[src/rtl/branch_predictor.sv]
// branch_predictor: next-PC generator with a direct-mapped BTB and 2-bit
// saturating direction counters. The lookup is combinational on the fetch PC.
// Branches resolved in EX train the table at the clock edge, and an EX redirect
// overrides the prediction in the same cycle.
// Optional feature macro: BP_STATS_EN adds free-running lookup/redirect counters.
`timescale 1ns/1ps

module branch_predictor #(
  parameter int ENTRIES = 16
) (
  input  logic        clk_i,
  input  logic        rst_i,
  input  logic [31:0] fetch_pc_i,
  input  logic        stall_i,
  input  logic        redirect_i,
  input  logic [31:0] redirect_pc_i,
  input  logic        upd_valid_i,
  input  logic [31:0] upd_pc_i,
  input  logic        upd_taken_i,
  input  logic [31:0] upd_target_i,
  output logic [31:0] next_pc_o,
  output logic        pred_taken_o
`ifdef BP_STATS_EN
  ,
  output logic [31:0] stat_lookups_o,
  output logic [31:0] stat_redirects_o
`endif
);

  localparam int IDX_W = $clog2(ENTRIES);
  localparam int TAG_W = 30 - IDX_W;

  // Counter encoding: 00 strong-NT, 01 weak-NT, 10 weak-T, 11 strong-T.
  localparam logic [1:0] CTR_WEAK_NT = 2'b01;
  localparam logic [1:0] CTR_WEAK_T  = 2'b10;

  // Saturating counter helpers.
  function automatic logic [1:0] sat_inc(input logic [1:0] c);
    return (c == 2'b11) ? c : c + 2'd1;
  endfunction

  function automatic logic [1:0] sat_dec(input logic [1:0] c);
    return (c == 2'b00) ? c : c - 2'd1;
  endfunction

  // The table is built from flops so that reset can clear every entry in one
  // edge. Only valid/ctr are reset; tag/target are qualified by valid.
  logic [ENTRIES-1:0] valid_q;
  logic [1:0]         ctr_q    [ENTRIES];
  logic [TAG_W-1:0]   tag_q    [ENTRIES];
  logic [31:0]        target_q [ENTRIES];

  // Lookup side.
  logic [IDX_W-1:0] lk_idx;
  logic [TAG_W-1:0] lk_tag;
  logic             lk_hit;
  logic             lk_taken;

  // Update side.
  logic [IDX_W-1:0] up_idx;
  logic [TAG_W-1:0] up_tag;
  logic             up_hit;

  assign lk_idx = fetch_pc_i[IDX_W+1:2];
  assign lk_tag = fetch_pc_i[31:IDX_W+2];
  assign up_idx = upd_pc_i[IDX_W+1:2];
  assign up_tag = upd_pc_i[31:IDX_W+2];

  // Byte-offset bits of both PCs are deliberately ignored.
  logic unused_pc_lsbs;
  assign unused_pc_lsbs = ^{fetch_pc_i[1:0], upd_pc_i[1:0]};

  // Combinational BTB probe for the fetch PC and for the training PC.
  always_comb begin
    lk_hit   = valid_q[lk_idx] && (tag_q[lk_idx] == lk_tag);
    lk_taken = lk_hit && ctr_q[lk_idx][1];
    up_hit   = valid_q[up_idx] && (tag_q[up_idx] == up_tag);
  end

  // Next-PC select: reset, then redirect, then predicted target, then PC+4.
  always_comb begin
    next_pc_o    = fetch_pc_i + 32'd4;
    pred_taken_o = 1'b0;
    if (rst_i) begin
      next_pc_o = 32'h0;
    end else if (redirect_i) begin
      next_pc_o = redirect_pc_i;
    end else if (lk_taken) begin
      next_pc_o    = target_q[lk_idx];
      pred_taken_o = 1'b1;
    end
  end

  // Control state: entry valid bits and direction counters. Reset wins over
  // a concurrent update, which is simply dropped.
  always_ff @(posedge clk_i) begin
    if (rst_i) begin
      valid_q <= '0;
      ctr_q   <= '{default: CTR_WEAK_NT};
    end else if (upd_valid_i) begin
      if (up_hit) begin
        ctr_q[up_idx] <= upd_taken_i ? sat_inc(ctr_q[up_idx]) : sat_dec(ctr_q[up_idx]);
      end else if (upd_taken_i) begin
        valid_q[up_idx] <= 1'b1;
        ctr_q[up_idx]   <= CTR_WEAK_T;
      end
    end
  end

  // Data state: tag/target are written on every taken update. On a hit the tag
  // is unchanged by construction; on a miss this is the allocation.
  always_ff @(posedge clk_i) begin
    if (!rst_i && upd_valid_i && upd_taken_i) begin
      tag_q[up_idx]    <= up_tag;
      target_q[up_idx] <= upd_target_i;
    end
  end

`ifdef BP_STATS_EN
  // Statistics counters; both wrap naturally at 2^32.
  always_ff @(posedge clk_i) begin
    if (rst_i) begin
      stat_lookups_o   <= 32'h0;
      stat_redirects_o <= 32'h0;
    end else begin
      if (!stall_i) begin
        stat_lookups_o <= stat_lookups_o + 32'd1;
      end
      if (redirect_i) begin
        stat_redirects_o <= stat_redirects_o + 32'd1;
      end
    end
  end
`else
  // stall_i only gates the statistics counters.
  logic unused_stall;
  assign unused_stall = stall_i;
`endif

endmodule

[config.mk]
export PLATFORM = sky130hd
export DESIGN_NAME = branch_predictor
export DESIGN_NICKNAME = d
export VERILOG_FILES = /design/src/rtl/branch_predictor.sv
export SDC_FILE = /design/constraint.sdc
export NUM_CORES = 1
export LEC_CHECK = 0
export BUFFER_PORTS_ARGS = -buffer_cell sky130_fd_sc_hd__buf_2
export CORE_MARGIN = 2
export CORE_UTILIZATION = 45
export DETAILED_ROUTE_END_ITERATION = 6
export REMOVE_ABC_BUFFERS = 1
export SYNTH_ARGS = -nofsm -noshare
export SYNTH_HDL_FRONTEND = slang
export SYNTH_SLANG_ARGS = --single-unit
[constraint.sdc]
create_clock -name clk_i -period 10.52 [get_ports clk_i]
set_input_delay 0.526 -clock clk_i [delete_from_list [all_inputs] [get_ports clk_i]]
set_output_delay 0.526 -clock clk_i [all_outputs]
set_load 0.01 [all_outputs]
# After elaboration in Yosys (flattened, before gate mapping)
# Memory sizes are Yosys's and may differ from the RTL's.
# Cells that the tools add are included.
dict set report totals {
  ff_bits 48
  latchBits 0
  mem_bits_rw 928
  rom_bits 0
  inputBits 134
  output_inout_bits 33
  wordCells 78
  memories 2
}
dict set report classes {
  addsub 3
  mul 0
  n_div 0
  magnitude_cmp 6
  n_eq_ne 3
  n_shift 0
  n_mux 28
  bitwise 7
  reduce_logical 12
}
# name words word_bits read_ports rd_clocked_by_memory_dff wr line_no
set memory_table {}
lappend memory_table {target_q 16 32 1 0 1 51} ;# logic [31:0] target_q [ENTRIES];
lappend memory_table {tag_q 16 26 2 0 1 50} ;# logic [TAG_W-1:0] tag_q [ENTRIES];
# op count
set ops {}
lappend ops {{2-to-1 mux 32 bit} 5}
lappend ops {{equality test 26 bit} 2}
lappend ops {{adder 32 x 3 -> 32 bit, second input constant} 1}
lappend ops {{bitwise mux 32 bit} 1}
lappend ops {{bitwise OR 16 bit} 2}
lappend ops {{bitwise AND 16 bit} 1}
lappend ops {{binary-select mux 2 bit (select 4 bit)} 2}
lappend ops {{2-to-1 mux 2 bit} 8}
lappend ops {{inverter 16 bit} 1}
lappend ops {{>= comparator 5 bit, second input constant} 2}
lappend ops {{< comparator 4 x 5 -> 1 bit, second input constant} 2}
lappend ops {{inverter 4 -> 5 bit} 2}
lappend ops {{binary-select mux 1 bit (select 4 bit)} 2}
lappend ops {{demux 2 bit (select 4 bit)} 1}
lappend ops {{2-to-1 mux 1 bit} 8}
lappend ops {{logical AND 1 bit} 7}
lappend ops {{< comparator 5 x 1 -> 1 bit, second input constant} 1}
lappend ops {{demux 1 bit (select 4 bit)} 1}
lappend ops {{>= comparator 4 x 1 -> 1 bit, second input constant} 1}
lappend ops {{AND reduction 3 bit} 1}
lappend ops {{adder 2 x 1 -> 2 bit, second input constant} 1}
lappend ops {{equality test 2 bit, second input constant} 1}
lappend ops {{zero test 2 bit} 1}
lappend ops {{AND reduction 2 bit} 1}
lappend ops {{4 further kinds} 4}

# Longest topological paths before layout
# Gate-level depths: netlist of run 1.
dict set report logic_depth {
  ltp_word 9
  depth_mapped 15
  depth_no_buf 8
}

# Worst setup path after synthesis of run 1
# Ideal clock, no wire load.
dict set report synth_timing {
  path_type {input to register}
  start {input upd_pc_i[2]}
  end {memory tag_q[3][0] in the netlist's numbering, enable pin}
  setup_time_ns 0.617
  t_arrival_ns 7.386
  required_time_ns 9.903
  path_slack_ns 2.516
  path_stages 7
  path_buffers 5
  cell_sequence {clkbuf_1 > buf_2 > buf_2 > buf_2 > buf_2 > nand2_1 > nor4_1}
}
# item line_no
set synth_lines {}
lappend synth_lines {{start, declared} 18} ;# input logic [31:0] upd_pc_i,
lappend synth_lines {{end, declared} 50}
# Straight into the memory's write port.

# Final worst setup path of run 1
dict set report layout_timing {
  start {input fetch_pc_i[2]}
  end {output next_pc_o[16]}
}
dict set report layout_via {
  elab_chain_cells 8
  word_cells_on_any_way 15
  classes_between {add/sub (1); eq/ne (1); mux (8); bitwise (1); reduce/logical (2); memory (2)}
}
# item line_no
set layout_rtl {}
lappend layout_rtl {{start, declared} 13} ;# input logic [31:0] fetch_pc_i,
lappend layout_rtl {{branches (longest 5 deep; another with memory (16 x 26 bit))} n/a}
lappend layout_rtl {{2-to-1 mux 32 bit (*)} 88} ;# end else if (lk_taken) begin
lappend layout_rtl {{2-to-1 mux 32 bit (*)} 86} ;# end else if (redirect_i) begin
lappend layout_rtl {{2-to-1 mux 32 bit (*)} 84} ;# if (rst_i) begin
lappend layout_rtl {{end, declared} 21} ;# output logic [31:0] next_pc_o,
# Mark *: on every way between the ends. The select of a mux whose other input is x is not followed.

==> results of run 1 <==
-- placed cells by master, fill, tap and decap left out, drive strengths merged, types with 48 or more instances in the layout --
cell and instances:
dfxtp 48, buf 217, edfxtp 928, nand2 87
a21oi 55, inv 50, mux2i 78, clkinv 51
nor2 62, clkbuf 127, mux4 372
-- through the flow --
step,setup WS [ps],instance area [µm²],instances,util [%]
final,4320,49100,3872,50.9
after floorplan,3060,42800,2179,-
after global routing,4050,49100,3867,50.9
after CTS,4380,49100,3863,50.9
after global placement,4430,45800,3672,47.5
after detailed placement,4390,45800,3672,47.5
-- kinds of logic after synthesis --
logic type / synth area share [%]
DFF: 65.9
adders and majority gates: 0.0515
muxes: 21.3
xor gates and xnor gates: 1.42
AOI/OAI and AO/OA: 4.31
buffers and inverters: 2.55
and+or+nand+nor: 4.44
-- area by class of cell --
class	count	area, µm²
clock buffer	127	2720
sequential	976	28800
timing repair buffer	217	1300
inverter	48	185
fill	7768	47400
clock inverter	64	561
antenna	9	22.5
multi-input combinational	1155	13900
tap	1276	1600
-- layer usage --
metal / vias up / routed length, µm / GRT usage (%)
met5: - / 119 / 0
met4: 20 / 3180 / 7.01
met3: 203 / 10100 / 4.55
met2: 1101 / 57700 / 38.8
met1: 13147 / 49800 / 34.8
li1: 10159 / - / -
-- sequential cells by signal, indices dropped and copies added, names as in the netlist --
register / flops
valid_q: 16
ctr_q: 32
target_q: 512
tag_q: 416
-- power by group through the flow --
stage | logic, µW | clock network (µW) | registers (µW)
floorplan | 291 | 0 | 4370
CTS | 607 | 3580 | 4290
detailed placement | 605 | 0 | 4370
global placement | 597 | 0 | 4370
finish | 603 | 3510 | 4290
global route | 642 | 3720 | 4290
-- critical path, stage by stage --
cell and delay [ps]:
buf_8 450, buf_12 560, nor2_1 220, a22o_1 290
o21a_1 180, o41ai_1 480, nand4_1 340, or4b_1 1010
nor3_4 300, buf_4 450, o211ai_1 300, buf_2 220
-- final timing paths --
path / endpoint / cells after the start
min reg2reg: valid_q[15] / 2
max: next_pc_o[16] / 12
max reg2reg: ctr_q[15] / 7
min: target_q[4][19] / 1
==> qor.csv, run 1 <==
metric,value,unit
outcome,"finished, final reports clean",
rsz0062_at_grt,false,
r2r-start,tag_q[7][6],
final_nets,2635,
port-buffer-count,163,
netlist_area,43700,µm²
synth_cell_types,72,
clkPwrFrac,41.8,%
die_h,316,µm
grt_start_max_net_pins,101,
fin_crit_sh,58.9,%
drtPass1Iterations,5,
finalPower,8390,µW
maxCapViolations,0,
clock-root-buffer,clkbuf_16,
die_w,316,µm
clock_sinks,976,
grt.overflow.total,0,
clk_pin_slew,60,ps
path_class,primary input to primary output,
cts_tree,yes,
syn_inst,2362,
cts_setup_buffers,0,
yosysMostFrequentCell,edfxtp_1,
htreeDepth,3,
clk_latency,690,ps
drc,0,
yosys_warnings,0,
routed_wl,121000,µm
seqPwrFrac,51.1,%
core_region_area,96600,µm²
critical_path_required,9990,ps
yosysTopAreaCell,edfxtp_1,
setup_violations,0,
worst_slew_pin_slew,1350,ps
avgRoutedWirePerCell,31.2,µm
p_switching,1880,µW
endpoint_kind,primary output,
crit_start,fetch_pc_i[2],
drive_above_1_share,30.5,%
syn_avg_cell_area,18.5,µm²
finalSetupTns,0,ps
ys_seq_area_share,65.9,%
hpwlAfterDp,69900,µm
ys.flop_type,edfxtp_1,
grt_pass1_vias,25057,
synth_top_cells_by_count,"edfxtp_1, mux4_2, clkbuf_1",
cts_resized,0,
finClkSkew,43.5,ps
pwr-share-comb,7.2,%
grt_pass1_wl,175000,µm
hold_buffers,0,
area_delta_synth_final,12.4,%
antenna_found_initial,21,
p_int,6510,µW
gp_routability_congestion,0.835,
start_util,45.3,%
clockBufferDepth,3,
hold_viol,0,
p_leak,0.0155,µW
fmax,0.161,GHz
fin_crit,6200,ps
ir_drop,0.000175,V
drt_iter0_markers,2843,
cts_buffers,102,
ys_ff_latch,976,
arrival,5670,ps
regToRegSetupSlack,6790,ps
p_per_area,171,nW/µm²
ioPinCount,167,
hold_slack,205,ps
synthTopCellsByArea,"edfxtp_1, mux4_2, dfxtp_1, mux2i_1, clkbuf_1",
dieArea,99700,µm²
synth_edf_count,928,
sw_frac_of_total,22.4,%
grt_use_total,24.4,%
cp-start-kind,primary input,
async_reset_ff_share,0,%
min_from,upd_target_i[19],
rows,114,
slew_viol_final,0,
max_slew_margin,9.38,%
hold_path_class,primary input to flip-flop,
crit_fanout,100,
via_per_inst,6.36,
yosys.area.top_type_share,63.7,%
ant_nets,0,
vias,24630,
(Power assumes the default switching activity.)
==> inputs of run 2 (changes only) <==
clock period = 6.2 ns   (was 10.52 ns; I/O delays follow)
==> qor.csv, run 2 (synthesis results as in run 1) <==
metric,value,unit,change
finClkSkew,49.2,ps,+5.74 ps
p_leak,0.0159,µW,+2.1%
via_per_inst,6.35,,-0.23%
clock_sinks,976,,unchanged
hpwlAfterDp,71500,µm,+2.3%
drive_above_1_share,30.4,%,-0.12 points
ant_nets,0,,unchanged
routed_wl,123000,µm,+1.6%
seqPwrFrac,50.9,%,-0.2 points
outcome,"finished, final reports clean",,
p_per_area,287,nW/µm²,+68%
antenna_found_initial,12,,-43%
endpoint_kind,primary output,,
grt_pass1_wl,177000,µm,+1.3%
largest_register_ffs,512,,unchanged
sw_frac_of_total,22.5,%,+0.14 points
cp-start-kind,primary input,,
critical_path_required,5890,ps,-4100 ps
pwr-share-comb,7.5,%,+0.3 points
vias,24968,,+1.4%
cts_setup_buffers,0,,unchanged
path_class,primary input to primary output,,
core_region_area,96600,µm²,unchanged
rsz0062_at_grt,false,,
top_register,target_q,,
clockBufferDepth,3,,unchanged
final_cell_mix,"edfxtp_1, mux4_2, buf_2",,
die_h,316,µm,unchanged
maxCapViolations,0,,unchanged
port-buffer-count,163,,unchanged
p_int,11100,µW,+70%
max_slew_margin,14.1,%,+4.8 points
instances_no_fill,3934,,+1.6%
grt_pass1_vias,25251,,+0.77%
fin_crit_sh,84.3,%,
arrival,4920,ps,-750 ps
dieArea,99700,µm²,unchanged
p_switching,3220,µW,+71%
drt_iter0_markers,2812,,-1.1%
fmax,0.191,GHz,
rows,114,,unchanged
final_common_cell,edfxtp_1,,
die_w,316,µm,unchanged
drtPass1Iterations,6,,+1
crit_fanout,105,,+5.0%
final_nets,2708,,+2.8%
avgRoutedWirePerCell,31.2,µm,about the same
htreeDepth,3,,unchanged
fin_util,51.6,%,+0.72 points
ioPinCount,167,,unchanged
clkPwrFrac,41.6,%,-0.2 points
clock-root-buffer,clkbuf_16,,
grt_use_total,24.8,%,+0.34 points
fin_crit,5230,ps,
gp_routability_congestion,0.851,,+1.9%
setup_violations,0,,unchanged
hold_viol,0,,unchanged
area_delta_synth_final,14.0,%,
slew_viol_final,0,,unchanged
grt_start_max_net_pins,106,,+5.0%
dp.cells,3691,,+0.52%
biggestRegsByFlops,"target_q x512, tag_q x416, ctr_q x32",,
grt.overflow.total,0,,unchanged
ir_drop,0.000247,V,+41%
hold_path_class,primary input to flip-flop,,
cts_tree,yes,,
cts_buffers,101,,-0.98%
cts_resized,0,,unchanged
worst_slew_pin_slew,1280,ps,-71.1 ps
clk_latency,710,ps,+20 ps
clk_pin_slew,60,ps,about the same
drc,0,,unchanged
start_util,45.3,%,unchanged
run 2: cell types whose count changed in the layout (fill, tap and decap cells not counted), sizes merged:
cell and delta:
clkinvlp -2, clkinv -4, buf +19, diode -4, clkbuf -2, dlygate4sd3 +55
run 2: what timing repair did:
action                     CTS  global route
hold buffers                55             0
setup endpoints to repair    0             0
hold endpoints to repair   834             0
run 2: worst paths after layout:
| kind | to | slack (ps) | startpoint | cells past startpoint |
|---|---|---|---|---|
| worst max-delay path | next_pc_o[11] | 970 | fetch_pc_i[3] | 10 |
| worst max register to register | ctr_q[29] | 2410 | tag_q[14][18] | 7 |
| worst min register to register | valid_q[14] | 470 | valid_q[14] | 2 |
| worst min-delay path | tag_q[6][7] | 50 | upd_pc_i[13] | 1 |
run 2: critical path, cell delays in order:
cell and delay, ps:
buf_8 630, buf_12 320, mux4_2 540, a22o_1 240, a221oi_1 680, xor2_1 320, nand4_2 510, or4_1 640
o211ai_1 240, buf_2 220
run 2: metal layers:
metal | global-route usage [%] | part of all wire, % | vias to the layer above
li1 | - | - | 10281
met1 | 35.6 | 41 | 13378
met5 | 0 | 0.039 | -
met3 | 4.84 | 8.4 | 195
met4 | 6.71 | 2.6 | 8
met2 | 39.0 | 48 | 1106
run 2: final cells by class:
| type | instances | area [µm²] |
|---|---|---|
| Antenna cell | 5 | 12.5 |
| Clock buffer | 125 | 2700 |
| Clock inverter | 58 | 562 |
| Fill cell | 7657 | 46700 |
| Inverter | 48 | 185 |
| Multi-Input combinational cell | 1155 | 13900 |
| Sequential cell | 976 | 28800 |
| Tap cell | 1276 | 1600 |
| Timing Repair Buffer | 291 | 2030 |
run 2: stage by stage:
stage | cell area (µm²) | power (µW) | worst slack (ps) | hold slack (ps) | setup TNS [ps]
global placement | 46000 | 8430 | 1170 | 449 | 0
floorplan | 42800 | 7900 | -1040 | 379 | -120950
global route | 49800 | 14700 | 756 | 43.8 | 0
finish | 49800 | 14300 | 975 | 48.4 | 0
CTS | 49800 | 14400 | 1080 | 12.0 | 0
detailed placement | 46000 | 8450 | 1080 | 454 | 0
run 2: power by group through the flow:
stage / registers (µW) / clock network [µW] / logic (µW)
2_1_floorplan: 7410 / 0 / 494
3_3_place_gp: 7410 / 0 / 1030
3_5_place_dp: 7410 / 0 / 1040
4_1_cts: 7270 / 6040 / 1080
5_1_grt: 7270 / 6280 / 1140
6_report: 7270 / 5940 / 1070
